--- src/rtl/iterative_multiplier_if.sv ---
// iterative_multiplier_if
// Groups the request/response signals of the iterative multiplier.
//   start, op, rm, rs, acc_hi, acc_lo : request from the control unit
//   busy, done                         : handshake status from the unit
//   result_hi, result_lo               : 2*WIDTH-bit result (hi word 0 for short ops)
//   flag_n, flag_z                     : N/Z flags of the last result
// Modports: master = control unit side, slave = multiplier side.
interface iterative_multiplier_if #(
    parameter int WIDTH = 32
);
    logic             start;
    logic [2:0]       op;
    logic [WIDTH-1:0] rm;
    logic [WIDTH-1:0] rs;
    logic [WIDTH-1:0] acc_hi;
    logic [WIDTH-1:0] acc_lo;
    logic             busy;
    logic             done;
    logic [WIDTH-1:0] result_hi;
    logic [WIDTH-1:0] result_lo;
    logic             flag_n;
    logic             flag_z;

    modport master (
        output start, op, rm, rs, acc_hi, acc_lo,
        input  busy, done, result_hi, result_lo, flag_n, flag_z
    );

    modport slave (
        input  start, op, rm, rs, acc_hi, acc_lo,
        output busy, done, result_hi, result_lo, flag_n, flag_z
    );
endinterface

--- src/rtl/iterative_multiplier.sv ---
// iterative_multiplier
// Multi-cycle MUL/MLA/UMULL/UMLAL/SMULL/SMLAL unit consuming BPC multiplier
// bits per cycle, with a start/busy/done handshake.
// Ports:
//   clk  : clock, rising edge
//   rst  : asynchronous active-high reset
//   bus  : iterative_multiplier_if.slave (request operands, handshake, results, flags)
// op encoding: bit2 = long, bit1 = signed (long only), bit0 = accumulate.
module iterative_multiplier #(
    parameter int WIDTH      = 32,
    parameter int BPC        = 8,
    parameter int EARLY_TERM = 1
) (
    input  logic                 clk,
    input  logic                 rst,
    iterative_multiplier_if.slave bus
);
    localparam int N  = WIDTH / BPC;
    localparam int CW = (N > 1) ? $clog2(N) : 1;
    localparam int W2 = 2 * WIDTH;

    generate
        if (WIDTH % BPC != 0) begin : g_bad_bpc
            $error("iterative_multiplier: WIDTH must be a multiple of BPC");
        end
    endgenerate

    typedef enum logic [1:0] {IDLE, CALC, DONE} state_t;

    state_t           state, state_next;
    logic [W2-1:0]    acc, mcand, partial, acc_next;
    logic [WIDTH-1:0] mplier, rest;
    logic [BPC-1:0]   chunk;
    logic [CW-1:0]    cnt;
    logic             is_long, is_signed;
    logic             last, early, neg_msb;
    logic [WIDTH-1:0] res_hi, res_lo;
    logic             fn, fz;

    // mcand is pre-shifted each cycle so the current chunk always lines up
    // with bit 0 of the partial product. For signed ops the MSB of the final
    // chunk has weight -2^(BPC-1), handled by subtracting mcand<<BPC.
    always_comb begin
        chunk    = mplier[BPC-1:0];
        rest     = mplier >> BPC;
        last     = (cnt == CW'(N - 1));
        neg_msb  = is_signed && last && chunk[BPC-1];
        partial  = mcand * {{(W2-BPC){1'b0}}, chunk};
        acc_next = acc + partial - (neg_msb ? (mcand << BPC) : '0);
        early    = (EARLY_TERM != 0) && !is_signed && (rest == '0);
    end

    always_ff @(posedge clk or posedge rst) begin
        if (rst) begin
            state <= IDLE;
        end else begin
            state <= state_next;
        end
    end

    always_comb begin
        state_next = state;
        bus.busy   = 1'b0;
        bus.done   = 1'b0;
        case (state)
            IDLE: begin
                if (bus.start) begin
                    state_next = CALC;
                end
            end
            CALC: begin
                bus.busy = 1'b1;
                if (last || early) begin
                    state_next = DONE;
                end
            end
            DONE: begin
                bus.done   = 1'b1;
                state_next = IDLE;
            end
            default: state_next = IDLE;
        endcase
    end

    // Operand capture at acceptance, one chunk per CALC cycle, and result
    // registration on the transition into DONE.
    always_ff @(posedge clk or posedge rst) begin
        if (rst) begin
            acc       <= '0;
            mcand     <= '0;
            mplier    <= '0;
            cnt       <= '0;
            is_long   <= 1'b0;
            is_signed <= 1'b0;
            res_hi    <= '0;
            res_lo    <= '0;
            fn        <= 1'b0;
            fz        <= 1'b0;
        end else begin
            case (state)
                IDLE: begin
                    if (bus.start) begin
                        is_long   <= bus.op[2];
                        is_signed <= bus.op[2] & bus.op[1];
                        cnt       <= '0;
                        mplier    <= bus.rs;
                        if (bus.op[2] & bus.op[1]) begin
                            mcand <= {{WIDTH{bus.rm[WIDTH-1]}}, bus.rm};
                        end else begin
                            mcand <= {{WIDTH{1'b0}}, bus.rm};
                        end
                        if (!bus.op[0]) begin
                            acc <= '0;
                        end else if (bus.op[2]) begin
                            acc <= {bus.acc_hi, bus.acc_lo};
                        end else begin
                            acc <= {{WIDTH{1'b0}}, bus.acc_lo};
                        end
                    end
                end
                CALC: begin
                    acc    <= acc_next;
                    mcand  <= mcand << BPC;
                    mplier <= rest;
                    cnt    <= cnt + CW'(1);
                    if (last || early) begin
                        if (is_long) begin
                            res_hi <= acc_next[W2-1:WIDTH];
                            res_lo <= acc_next[WIDTH-1:0];
                            fn     <= acc_next[W2-1];
                            fz     <= (acc_next == '0);
                        end else begin
                            res_hi <= '0;
                            res_lo <= acc_next[WIDTH-1:0];
                            fn     <= acc_next[WIDTH-1];
                            fz     <= (acc_next[WIDTH-1:0] == '0);
                        end
                    end
                end
                default: ;
            endcase
        end
    end

    assign bus.result_hi = res_hi;
    assign bus.result_lo = res_lo;
    assign bus.flag_n    = fn;
    assign bus.flag_z    = fz;
endmodule

--- src/flat_wrapper.sv ---
// flat-port wrapper written by rule: the top's interface ports become plain ports
module iterative_multiplier_flat 
#(
    parameter int WIDTH      = 32,
    parameter int BPC        = 8,
    parameter int EARLY_TERM = 1
)
  (clk, rst, bus_start, bus_op, bus_rm, bus_rs, bus_acc_hi, bus_acc_lo, bus_busy, bus_done, bus_result_hi, bus_result_lo, bus_flag_n, bus_flag_z);
  iterative_multiplier_if #(.WIDTH(WIDTH)) bus_i ();
  input  logic clk;
  input  logic rst;
  input wire logic [$bits(bus_i.start)-1:0] bus_start;
  input wire logic [$bits(bus_i.op)-1:0] bus_op;
  input wire logic [$bits(bus_i.rm)-1:0] bus_rm;
  input wire logic [$bits(bus_i.rs)-1:0] bus_rs;
  input wire logic [$bits(bus_i.acc_hi)-1:0] bus_acc_hi;
  input wire logic [$bits(bus_i.acc_lo)-1:0] bus_acc_lo;
  output wire logic [$bits(bus_i.busy)-1:0] bus_busy;
  output wire logic [$bits(bus_i.done)-1:0] bus_done;
  output wire logic [$bits(bus_i.result_hi)-1:0] bus_result_hi;
  output wire logic [$bits(bus_i.result_lo)-1:0] bus_result_lo;
  output wire logic [$bits(bus_i.flag_n)-1:0] bus_flag_n;
  output wire logic [$bits(bus_i.flag_z)-1:0] bus_flag_z;
  assign bus_i.start = bus_start;
  assign bus_i.op = bus_op;
  assign bus_i.rm = bus_rm;
  assign bus_i.rs = bus_rs;
  assign bus_i.acc_hi = bus_acc_hi;
  assign bus_i.acc_lo = bus_acc_lo;
  assign bus_busy = bus_i.busy;
  assign bus_done = bus_i.done;
  assign bus_result_hi = bus_i.result_hi;
  assign bus_result_lo = bus_i.result_lo;
  assign bus_flag_n = bus_i.flag_n;
  assign bus_flag_z = bus_i.flag_z;
  iterative_multiplier #(.WIDTH(WIDTH), .BPC(BPC), .EARLY_TERM(EARLY_TERM)) u_core (.clk(clk), .rst(rst), .bus(bus_i));
endmodule
--- config.mk ---
export PLATFORM = sky130hd
export DESIGN_NAME = iterative_multiplier_flat
export DESIGN_NICKNAME = d
export VERILOG_FILES = /design/src/rtl/iterative_multiplier_if.sv /design/src/rtl/iterative_multiplier.sv /design/src/flat_wrapper.sv
export SDC_FILE = /design/constraint.sdc
export NUM_CORES = 2
export LEC_CHECK = 0
export CORE_ASPECT_RATIO = 0.75
export CORE_MARGIN = 2
export CORE_UTILIZATION = 25
export DETAILED_ROUTE_END_ITERATION = 6
export GPL_TIMING_DRIVEN = 0
export PLACE_DENSITY = 0.48
export SLEW_MARGIN = 25
export SYNTH_ARGS = -nofsm -noshare
export SYNTH_HDL_FRONTEND = slang
export SYNTH_SLANG_ARGS = --single-unit
export TNS_END_PERCENT = 50
--- constraint.sdc ---
create_clock -name clk -period 7.4 [get_ports clk]
set_clock_uncertainty 0.1 [all_clocks]
set_input_delay 1.48 -clock clk [delete_from_list [all_inputs] [get_ports clk]]
set_output_delay 1.48 -clock clk [all_outputs]
set_load 0.005 [all_outputs]
==> metrics.txt <==
status=finished clean; Syn. warnings=0; critical path type=reg -> reg; area of the core=around 0.11 mm2; die height=roughly 300 um; Slew @ Worst Pin=1.05 ns; total clock sinks=232; FMAX=roughly 140 MHz; Hold Crit Class=reg -> reg; vias in the first global route=23,500; DRT Pass-1 Iters=7; Remaining DRCs=0; Synth area leaders=fa_1 (33%), dfrtp_1 (20%), inv_1 (8.7%); critical path startpoint category=flip-flop; gr ovfl total=0; Tcrit/Tclk final=99.6%; Max clock buf depth=3; commonest cells after routing, fill and taps aside=inv_1 (662), fa_1 (462), nand2_1 (422); Multi-input gate area=0.0201 mm2; CTS Buf Count=29; #FFs+latches synth=between 200 and 250; initial antenna violation count=2; Worst-path clk slew=~0.07 ns; crit-path max FO=6; pin count of the biggest net entering global routing=31; die width=slightly below 400 um; proportion of layout cells with a drive suffix above 1=approximately 8.5%; Mapped Nets=3,886; GRT busiest layer=met1; hold_sp=u_core.bus.result_hi[21]$_DFFE_PP0P_; Post-Synthesis Cells=3,210; Netlist cell types=86; RSZ-0062 raised after global routing=true; Tmin final=7.37 ns; endpoints failing setup=0; first-pass GRT wire length=168,000 um; number of synthesized flops with an enable pin=0; die area=approximately 0.12 mm2; routing usage on met3=4.61%; CTS root buf=clkbuf_16; Vias per Instance=~4.7; Ports=about 200; Clk Latency, worst-skew pair=0.63 ns; Rel. slew slack=29.8%; Net count, final=4,169; routed length per instance=22.6 um; worst hold stages=2; drt total wl=114,000 um; Std-Cell Rows=107; global-route usage over all layers=19.3%; fillers=12,000; Critical Path RT=7.86 ns; reg2reg path depth=28; RR Endpoint=u_core.bus.flag_z$_DFFE_PP0P_; Slowest cell on crit path=fa_1; DR vias=23,500; global-route met1 utilization=31.1%; Min Hold Slack=0.381 ns; Seq/Total Area, Yosys=20.2%; Synth area leader=fa_1; FF-to-FF Start=u_core.cnt[0]$_DFFE_PP0P_; final-report hold violation count=0; CTS tree=built; area grow syn2layout=21.8%; average cell area after synthesis=8.94 um2; initial core utilization=25.2%; Port Buffer Count=201; top-area cell type share of the netlist area=32.5%; number of max-cap violations=0; fraction of registers with async set/reset=between 90% and 100%; initial DRC count=2,108; Worst Hold Path EP=u_core.bus.result_hi[21]$_DFFE_PP0P_; met2 Use GR=26.1%; H-Tree Depth=1; gpl congestion=0.915; dpl hpwl=93,100 um; Slew Viols, Final=0; FF/Latch Area=0.00581 mm2; WP data arrival=7.83 ns; post-route ant nets=0; mapped cell area=about 0.029 mm2; commonest non-fill, non-tap cell in the layout=inv_1; Top FF cell, synth=dfrtp_1; r2r setup slk=0.03 ns; CP endpoint kind=flip-flop; biggest cell delay along the critical path=0.63 ns
layer usage:
metal,wire [um],share of wire [%]
met1,57600,50
met2,45400,40
met3,10000,8.8
met4,1260,1.1
met5,0,0
flip-flops by register name, indices dropped and copies added (netlist names):
register              count
u_core.cnt                2
u_core.bus.flag_z         1
u_core.acc               64
u_core.state              2
u_core.bus.flag_n         1
u_core.is_signed          1
u_core.is_long            1
u_core.mcand             64
u_core.bus.result_lo     32
u_core.bus.result_hi     32
u_core.mplier            32
critical path, delay by kind of cell, from the launching register on:
family | cells | cell delay [ns]
XOR/XNOR | 1 | 0.25
AO/OA/AOI/OAI | 3 | 0.59
adder cells (fa/ha/maj) | 7 | 3.28
flip-flops | 1 | 0.41
AND/OR/NAND/NOR | 9 | 1.67
buffers and inverters | 8 | 0.99
cells by family after synthesis:
logic type | after synthesis | synth area share (%)
simple gates | 897 | 15.6
buf+inv | 875 | 11.5
mux | 65 | 2.34
flops | 232 | 20.2
xor+xnor | 79 | 2.41
compound gates | 520 | 12.0
fa+ha+maj | 542 | 35.8
cells in the mapped netlist (all sizes together), types with 3 or more instances:
cell	count
a31o	4
o21a	13
buf	22
nand2	425
o31ai	5
o21ai	154
a211oi	25
dfrtp	232
o21bai	17
o211ai	10
and4	3
a21boi	3
mux2i	48
nand4	27
and2	289
a221oi	22
xnor2	55
nor2b	6
ha	76
a311oi	5
clkbuf	186
a31oi	16
nand2b	5
inv	667
xor2	24
nor2	60
fa	466
a22oi	5
and3	21
or3	5
nand3	16
mux2	17
nor4	16
a2111oi	3
a21o	18
a21oi	130
a221o	32
a22o	39
nor3	9
metrics by stage:
| stage | cell area [um2] | utilization (%) | std cells | setup slack [ns] | TNS, ns |
|---|---|---|---|---|---|
| final | 34900 | 30.7 | 5042 | 0.0282 | 0 |
| after floorplan | 28700 | - | 3210 | 0.833 | 0 |
| after detailed placement | 32800 | 28.9 | 4946 | -2.04 | -54.84 |
| after global routing | 34900 | 30.7 | 5041 | -0.146 | -0.477 |
| after CTS | 34200 | 30.1 | 5001 | 0.000185 | 0 |
| after global placement | 32600 | 28.7 | 4937 | -2.09 | -55.74 |
cell type report:
cell class	instances	share of cell area, %
Tap cell	1526	5.46
Sequential cell	232	16.6
Clock buffer	36	2.30
Inverter	667	7.18
Buffer	202	2.79
Clock inverter	17	0.799
Multi-Input combinational cell	2104	57.4
Antenna cell	1	0.00716
Timing Repair Buffer	257	7.40
how the worst max path moves through the flow:
| stage | from | endpoint | slack [ns] | cells after the start |
|---|---|---|---|---|
| after global routing | u_core.cnt[0]$_DFFE_PP0P_ | u_core.acc[56]$_DFFE_PP0P_ | -0.15 | 29 |
| after global placement | u_core.cnt[0]$_DFFE_PP0P_ | u_core.acc[56]$_DFFE_PP0P_ | -2.09 | 28 |
| final | u_core.cnt[0]$_DFFE_PP0P_ | u_core.bus.flag_z$_DFFE_PP0P_ | 0.03 | 28 |
| after detailed placement | u_core.cnt[0]$_DFFE_PP0P_ | u_core.acc[56]$_DFFE_PP0P_ | -2.04 | 28 |
| after floorplan | u_core.cnt[0]$_DFFE_PP0P_ | u_core.bus.flag_z$_DFFE_PP0P_ | 0.83 | 27 |
| after CTS | u_core.mplier[0]$_DFFE_PP0P_ | u_core.acc[56]$_DFFE_PP0P_ | 0.0002 | 23 |
repair_timing:
item / 4_1_cts / 5_1_grt
endpoints found under the setup margin: 84 / 18
setup buffers: 6 / 39
hold buffers: 0 / 0
gates cloned: 0 / 3
resized for setup: 88 / 108
pin swaps: 6 / 38
Power is left out: the tool's default activity adds up to more than one toggle a clock period on the data nets, which glitch-free logic cannot reach.
